**src/rtl/servo_pwm_driver.sv**
```systemverilog
// Frame-synchronous two-channel servo PWM driver (arm + gripper) with a valid/ready command port.
// Define SERVO_SLEW_EN for STEP-limited slewing; otherwise targets load in one frame.
module servo_pwm_driver #(
  parameter int FRAME_CNT   = 1000000,
  parameter int MIN_W       = 15000,
  parameter int MAX_W       = 135000,
  parameter int ARM_INIT    = 118000,
  parameter int GRIP_INIT   = 65000,
  parameter int STEP        = 2500,
  parameter int HOLD_FRAMES = 10
) (
  input  logic        clk,
  input  logic        rst,
  input  logic        cmd_valid,
  output logic        cmd_ready,
  input  logic        cmd_sel,
  input  logic [20:0] cmd_width,
  output logic        LEFT_SERVO,
  output logic        GRIPPER_SERVO,
  output logic        busy,
  output logic        done,
  output logic        frame_tick
);
  localparam int W  = 21;
  localparam int HW = (HOLD_FRAMES > 1) ? $clog2(HOLD_FRAMES) : 1;

  localparam logic [W-1:0]  C_LAST  = W'(FRAME_CNT - 1);
  localparam logic [W-1:0]  C_MIN   = W'(MIN_W);
  localparam logic [W-1:0]  C_MAX   = W'(MAX_W);
  localparam logic [W-1:0]  C_ARM   = W'(ARM_INIT);
  localparam logic [W-1:0]  C_GRIP  = W'(GRIP_INIT);
  localparam logic [HW-1:0] C_HLAST = HW'(HOLD_FRAMES - 1);

  localparam logic [1:0] S_IDLE = 2'd0;
  localparam logic [1:0] S_MOVE = 2'd1;
  localparam logic [1:0] S_HOLD = 2'd2;

  logic [W-1:0]  r_cnt;
  logic [W-1:0]  r_arm_w;
  logic [W-1:0]  r_grip_w;
  logic [W-1:0]  r_tgt;
  logic          r_sel;
  logic [1:0]    r_state;
  logic [HW-1:0] r_hold;

  logic [W-1:0]  w_clamp;
  logic [W-1:0]  w_next;

  assign frame_tick = (r_cnt == C_LAST);
  assign cmd_ready  = (r_state == S_IDLE);
  assign busy       = (r_state != S_IDLE);
  assign done       = (r_state == S_HOLD) & frame_tick & (r_hold == C_HLAST);

  assign w_clamp = (cmd_width < C_MIN) ? C_MIN :
                   (cmd_width > C_MAX) ? C_MAX : cmd_width;

`ifdef SERVO_SLEW_EN
  localparam logic [W-1:0] C_STEP = W'(STEP);
  logic [W-1:0] w_cur;

  assign w_cur = r_sel ? r_grip_w : r_arm_w;

  // Direction is decided before subtracting so the unsigned difference never wraps.
  always_comb begin
    w_next = r_tgt;
    if (r_tgt > w_cur) begin
      if (r_tgt - w_cur > C_STEP) w_next = w_cur + C_STEP;
    end else if (w_cur - r_tgt > C_STEP) begin
      w_next = w_cur - C_STEP;
    end
  end
`else
  logic w_unused_step;

  assign w_unused_step = (STEP != 0);
  assign w_next        = r_tgt;
`endif

  always_ff @(posedge clk or posedge rst) begin
    if (rst)             r_cnt <= '0;
    else if (frame_tick) r_cnt <= '0;
    else                 r_cnt <= r_cnt + 1'b1;
  end

  // Widths only change on the tick, so the new width starts exactly at counter 0.
  always_ff @(posedge clk or posedge rst) begin
    if (rst) begin
      LEFT_SERVO    <= 1'b0;
      GRIPPER_SERVO <= 1'b0;
    end else begin
      LEFT_SERVO    <= (r_cnt < r_arm_w);
      GRIPPER_SERVO <= (r_cnt < r_grip_w);
    end
  end

  always_ff @(posedge clk or posedge rst) begin
    if (rst) begin
      r_state  <= S_IDLE;
      r_sel    <= 1'b0;
      r_tgt    <= '0;
      r_hold   <= '0;
      r_arm_w  <= C_ARM;
      r_grip_w <= C_GRIP;
    end else begin
      case (r_state)
        S_IDLE: begin
          if (cmd_valid) begin
            r_sel   <= cmd_sel;
            r_tgt   <= w_clamp;
            r_state <= S_MOVE;
          end
        end
        S_MOVE: begin
          if (frame_tick) begin
            if (r_sel) r_grip_w <= w_next;
            else       r_arm_w  <= w_next;
            if (w_next == r_tgt) begin
              r_state <= S_HOLD;
              r_hold  <= '0;
            end
          end
        end
        S_HOLD: begin
          if (frame_tick) begin
            if (r_hold == C_HLAST) r_state <= S_IDLE;
            else                   r_hold  <= r_hold + 1'b1;
          end
        end
        default: r_state <= S_IDLE;
      endcase
    end
  end

endmodule
```
**config.mk**
```make
export PLATFORM = sky130hd
export DESIGN_NAME = servo_pwm_driver
export DESIGN_NICKNAME = d
export VERILOG_FILES = /design/src/rtl/servo_pwm_driver.sv
export SDC_FILE = /design/constraint.sdc
export NUM_CORES = 1
export LEC_CHECK = 0
export BUFFER_PORTS_ARGS = -buffer_cell sky130_fd_sc_hd__buf_2
export CAP_MARGIN = 25
export CORE_ASPECT_RATIO = 0.8
export CORE_UTILIZATION = 55
export CTS_CLUSTER_DIAMETER = 50
export DETAILED_ROUTE_END_ITERATION = 12
export PLACE_DENSITY = 0.76
export SLEW_MARGIN = 20
export SYNTH_ARGS = -nofsm -noshare
export SYNTH_HDL_FRONTEND = slang
export SYNTH_SLANG_ARGS = --single-unit
```
**constraint.sdc**
```tcl
create_clock -name clk -period 2.5 [get_ports clk]
set_input_delay 0.25 -clock clk [delete_from_list [all_inputs] [get_ports clk]]
set_output_delay 0.25 -clock clk [all_outputs]
set_load 0.005 [all_outputs]
```
Yosys cells after proc, flatten, opt, wreduce, memory -nomap -nowiden
Index checks and enable logic that the tools add are counted.
Cells by class
  divide/modulo/power cells: 0
  eq/ne operators: 9
  $add $sub $neg: 2
  $lt $le $gt $ge: 4
  reductions and logical operators: 8
  bitwise logic cells: 3
  multiply operators: 0
  muxes and demuxes: 12
  shifts and indexed selects: 0
Operator list (count)
  two-way mux 21 bit: 3
  less-than comparator 21 bit: 2
  adder 21 x 1 -> 21 bit, second input constant: 1
  equality test 21 x 20 -> 1 bit, second input constant: 1
  greater-than comparator 21 x 18 -> 1 bit, second input constant: 1
  less-than comparator 21 x 14 -> 1 bit, second input constant: 1
  two-way mux 4 bit: 3
  two-way mux 2 bit: 4
  != test 2 bit, second input constant: 4
  one-hot mux 4 bit (2 select lines): 1
  AND reduction 4 bit: 2
  one-hot mux 2 bit (3 select lines): 1
  AND reduction 3 bit: 2
  adder 4 x 1 -> 4 bit, second input constant: 1
  equality test 4 bit, second input constant: 1
  nonzero test 2 bit: 2
  bitwise AND 1 bit: 2
  equality test 2 x 1 -> 1 bit, second input constant: 1
  equality test 2 bit, second input constant: 1
  zero test 2 bit: 1
  != test 2 x 1 -> 1 bit, second input constant: 1
  AND reduction 2 bit: 1
  NOT 1 bit: 1
Word-level totals
  RAM bits: 0
  memories: 0
  word-level logic and storage cells: 47
  bits in read-only memories: 0
  output and inout bits: 6
  bits in latches: 0
  flip-flop bits (word level): 93

Longest topological paths before layout
  depth after elaboration: 4
  gate-level depth with buffers: 7
  gate-level depth less buffers: 7

Worst setup path after synthesis
No wires, ideal clock.
  path kind: reg-to-reg
  start: register r_cnt[15]
  end: register r_arm_w[12]
  library setup time: 0.125 ns
  slack: 0.483 ns
  arrival: 1.892 ns
  path buffers: 1
  cell stages (with the launch flop): 7
  clock period less this slack: 2.017 ns
  path through: dfrtp_1 nor4_1 nor3b_2 nand4_1 nor3_1 buf_2 mux2_2
On the way
  cells in the longest elaborated chain, start to end: 2
RTL lines
  from (decl): line 38  | logic [W-1:0] r_cnt;
  from (signal assigned): line 82  | else r_cnt <= r_cnt + 1'b1;
  equality test 21 x 20 -> 1 bit: line 49  | assign frame_tick = (r_cnt == C_LAST);
  AND reduction 3 bit (no line)
  to (signal assigned): line 116  | else r_arm_w <= w_next;
  to (decl): line 39  | logic [W-1:0] r_arm_w;
Every way passes these cells.
A chain may end at the register's enable or synchronous reset.

Worst setup path after layout
  start: register r_cnt[16]
  end: register r_grip_w[13]
On the way
  cells in the longest elaborated chain, start to end: 2
RTL lines
  equality test 21 x 20 -> 1 bit: line 49
  AND reduction 3 bit (no line)
  to (signal assigned): line 115  | if (r_sel) r_grip_w <= w_next;
  to (decl): line 40  | logic [W-1:0] r_grip_w;
Every way passes these cells.

==> results.md <==
* Syn Nets at about 550
* Synth Instances at 480
* Post-synth EDFFs at 0
* Ys Warns at 0
* Post-synth top area share at 0.361
* H-tree levels at 3
* CTS Sinks at 93
* Die Ht at just under 90 microns
* Layout cells sized above 1 at 0.256
* DRT Pass-1 Iters at 4
* Slew Viols, Final at 0
* Crit path capture type: register
* Wirelength per Cell at roughly 17 microns
* Top FF cell, synth: dfrtp_1
* Hold Path Class: in2reg
* Peak Freq at ~420 MHz
* Antenna Violating Nets Remaining at 0
* Max Fanout on Critical Path at 10
* Maximum buffer depth of the clock tree at 2
* Distinct cells, synth at between 50 and 60
* Antenna Diode Count at 0
* Worst path arrival time at approximately 2.7 ns
* Crit path top cell by count: nand4_1
* TritonCTS clock tree: done
* Tmin final at between 2 and 2.5 ns
* Hold slack at roughly 0.12 ns
* Critical Path RT at roughly 2.8 ns
* Final Wtd Congestion at a little over 0.9
* Initial antenna violation count at 0
* Die ar. at about 0.0096 sq mm
* CTS buffer count at 9
* Synthesized area at between 0.005 and 0.006 sq mm
* Pleak at roughly 0.0028 uW
* Drt drc at 0
* Setup TNS at 0 ns
* Rows at 30
* Port Buffers at 30
* Via Count at 3711
* Flops & latches, synth at slightly above 90
* Critical path type: reg2reg
* Pin count of the biggest net entering global routing at 47
* Core region area at 0.00871 sq mm
* Top cells by area, synth: dfrtp_1 (36%), ha_1 (11%), dfstp_2 (10%)
* Final wirelength at roughly 11 mm
* CP startpoint kind: register
* First-pass GRT wire length at between 15 and 20 mm
* DP Worst Slack at 0.157 ns
* Final setup violation count at 0
* Post-route setup slack at roughly 0.11 ns
* VDD IR-drop max at approximately 0.42 mV
* GRT Overall Usage at 0.247
* CP peak stage delay at approximately 0.5 ns
* Total power at between 2000 and 3000 uW
* Tcrit/Tclk final at 0.956
* Slew @ Worst Pin at roughly 0.63 ns
* Vias in the first global route at approximately 3600
* Total power density per cell area at 510 mW/mm^2
* Max stage delay cell, worst path: or3_4
* Dpl hpwl at between 7 and 8 mm
* Yosys top cell by area: dfrtp_1
* Cells along the critical path: nand4_1, nor4_2, nand4_1, buf_4, or3_4, mux2_4
* Slew headroom at 0.577
* Asr flop ratio synth at 1.00
* # nets final at 598
* Synth top cells by count: dfrtp_1 (73), inv_1 (51), ha_1 (43)
* Starting DRT DRC Count at ~180
* Initial Util at 0.580
* Skew-Pair Late Insertion Delay at roughly 0.34 ns
* # Max-Cap Violations at 0
* Placed Area at between 0.005 and 0.006 sq mm
* Grt ovf at 0
* Post-Layout Inst Area at approximately 0.0058 sq mm
* Root Driver: clkbuf_16
* Outcome: finished clean
* Most instantiated library cell after synthesis: dfrtp_1
* Area growth syn-to-layout at 14.6%
* Clk_skew at 0.00707 ns
* Die width at 109 microns
* Vias/cell at ~5.7
* Clock input transition at the sequential cells of the worst setup and hold paths at 0.06 ns
* Final Hold Vio Count at 0
* Sequential area share after synthesis at 0.465
* # IOs at 31
* Syn Area/Cell at 10.5 sq um
[area by class of cell]
class,count,area (sq um)
fill,663,2920
multi-input combinational,325,2480
sequential,93,2350
timing repair buffer,49,320
clock buffer,12,246
inverter,52,199
tap,112,140
clock inverter,4,55.1
[worst max-delay path: cells and delay by family, from the launching register on]
family / cells / cell delay (ns)
buf+inv: 1 / 0.23
flops: 1 / 0.47
mux: 1 / 0.33
simple gates: 4 / 1.29
[report_power, final]
part	internal (uW)	leakage, uW	switching (uW)
registers	1510	0.00120	0
logic	24.2	0.00144	49.3
clock network	808	0.000143	566
total	2340	0.00278	615
[metal layers]
layer	global-route usage	part of all wire	wire, microns	vias up
li1	-	-	-	1789
met1	0.347	0.48	5190	1803
met2	0.381	0.46	5050	105
met3	0.0543	0.050	550	14
met4	0.0812	0.012	127	0
met5	0	0	0	-
[sequential cells by signal, indices dropped and copies added, names as in the netlist]
name,cells
r_arm_w,21
r_cnt,21
r_grip_w,21
r_tgt,21
r_hold,4
r_state,2
GRIPPER_SERVO,1
LEFT_SERVO,1
r_sel,1
[cells in the final DEF (no fill, tap or decap), types with 13 or more instances in the layout]
master / count
mux2_2: 19
ha_1: 43
nand3_1: 32
nor2_1: 29
dfstp_2: 20
nand2_1: 37
nor3_1: 13
buf_2: 30
dfrtp_1: 73
inv_1: 50
o21ai_0: 20
mux2_4: 20
a21oi_1: 18
buf_4: 16
[logic make-up after synthesis]
| group | Yosys count | synth area share |
|---|---|---|
| buffers and inverters | 63 | 0.0503 |
| DFF | 93 | 0.465 |
| AOI/OAI and AO/OA | 66 | 0.0829 |
| adders and majority gates | 43 | 0.106 |
| xor gates and xnor gates | 17 | 0.0295 |
| muxes | 43 | 0.110 |
| and+or+nand+nor | 155 | 0.155 |
[what timing repair did]
item / 4_1_cts / 5_1_grt
hold buffers: 1 / 0
endpoints found under the hold margin: 22 / 0
setup endpoints to repair: 0 / 35
gates resized for setup: 0 / 3
setup buffers: 0 / 6
[through the flow]
step / util / instances
final: 0.665 / 647
after global routing: 0.665 / 647
after CTS: 0.657 / 640
after detailed placement: 0.621 / 623
after global placement: 0.621 / 623
after floorplan: - / 480
[path summary, 6_finish.rpt]
check | start | end | slack, ns | depth (start not counted)
max reg2reg | r_cnt[16] | r_grip_w[13] | 0.11 | 6
min | cmd_sel | r_sel | 0.12 | 3
min in group asynchronous | rst | r_hold[1] | 0.50 | 3
max in group asynchronous | rst | r_arm_w[15] | 1.27 | 4
min reg2reg | r_tgt[20] | r_tgt[20] | 0.51 | 1
max | r_cnt[16] | r_grip_w[13] | 0.11 | 6
No activity file was read; power rests on OpenSTA's default activity.
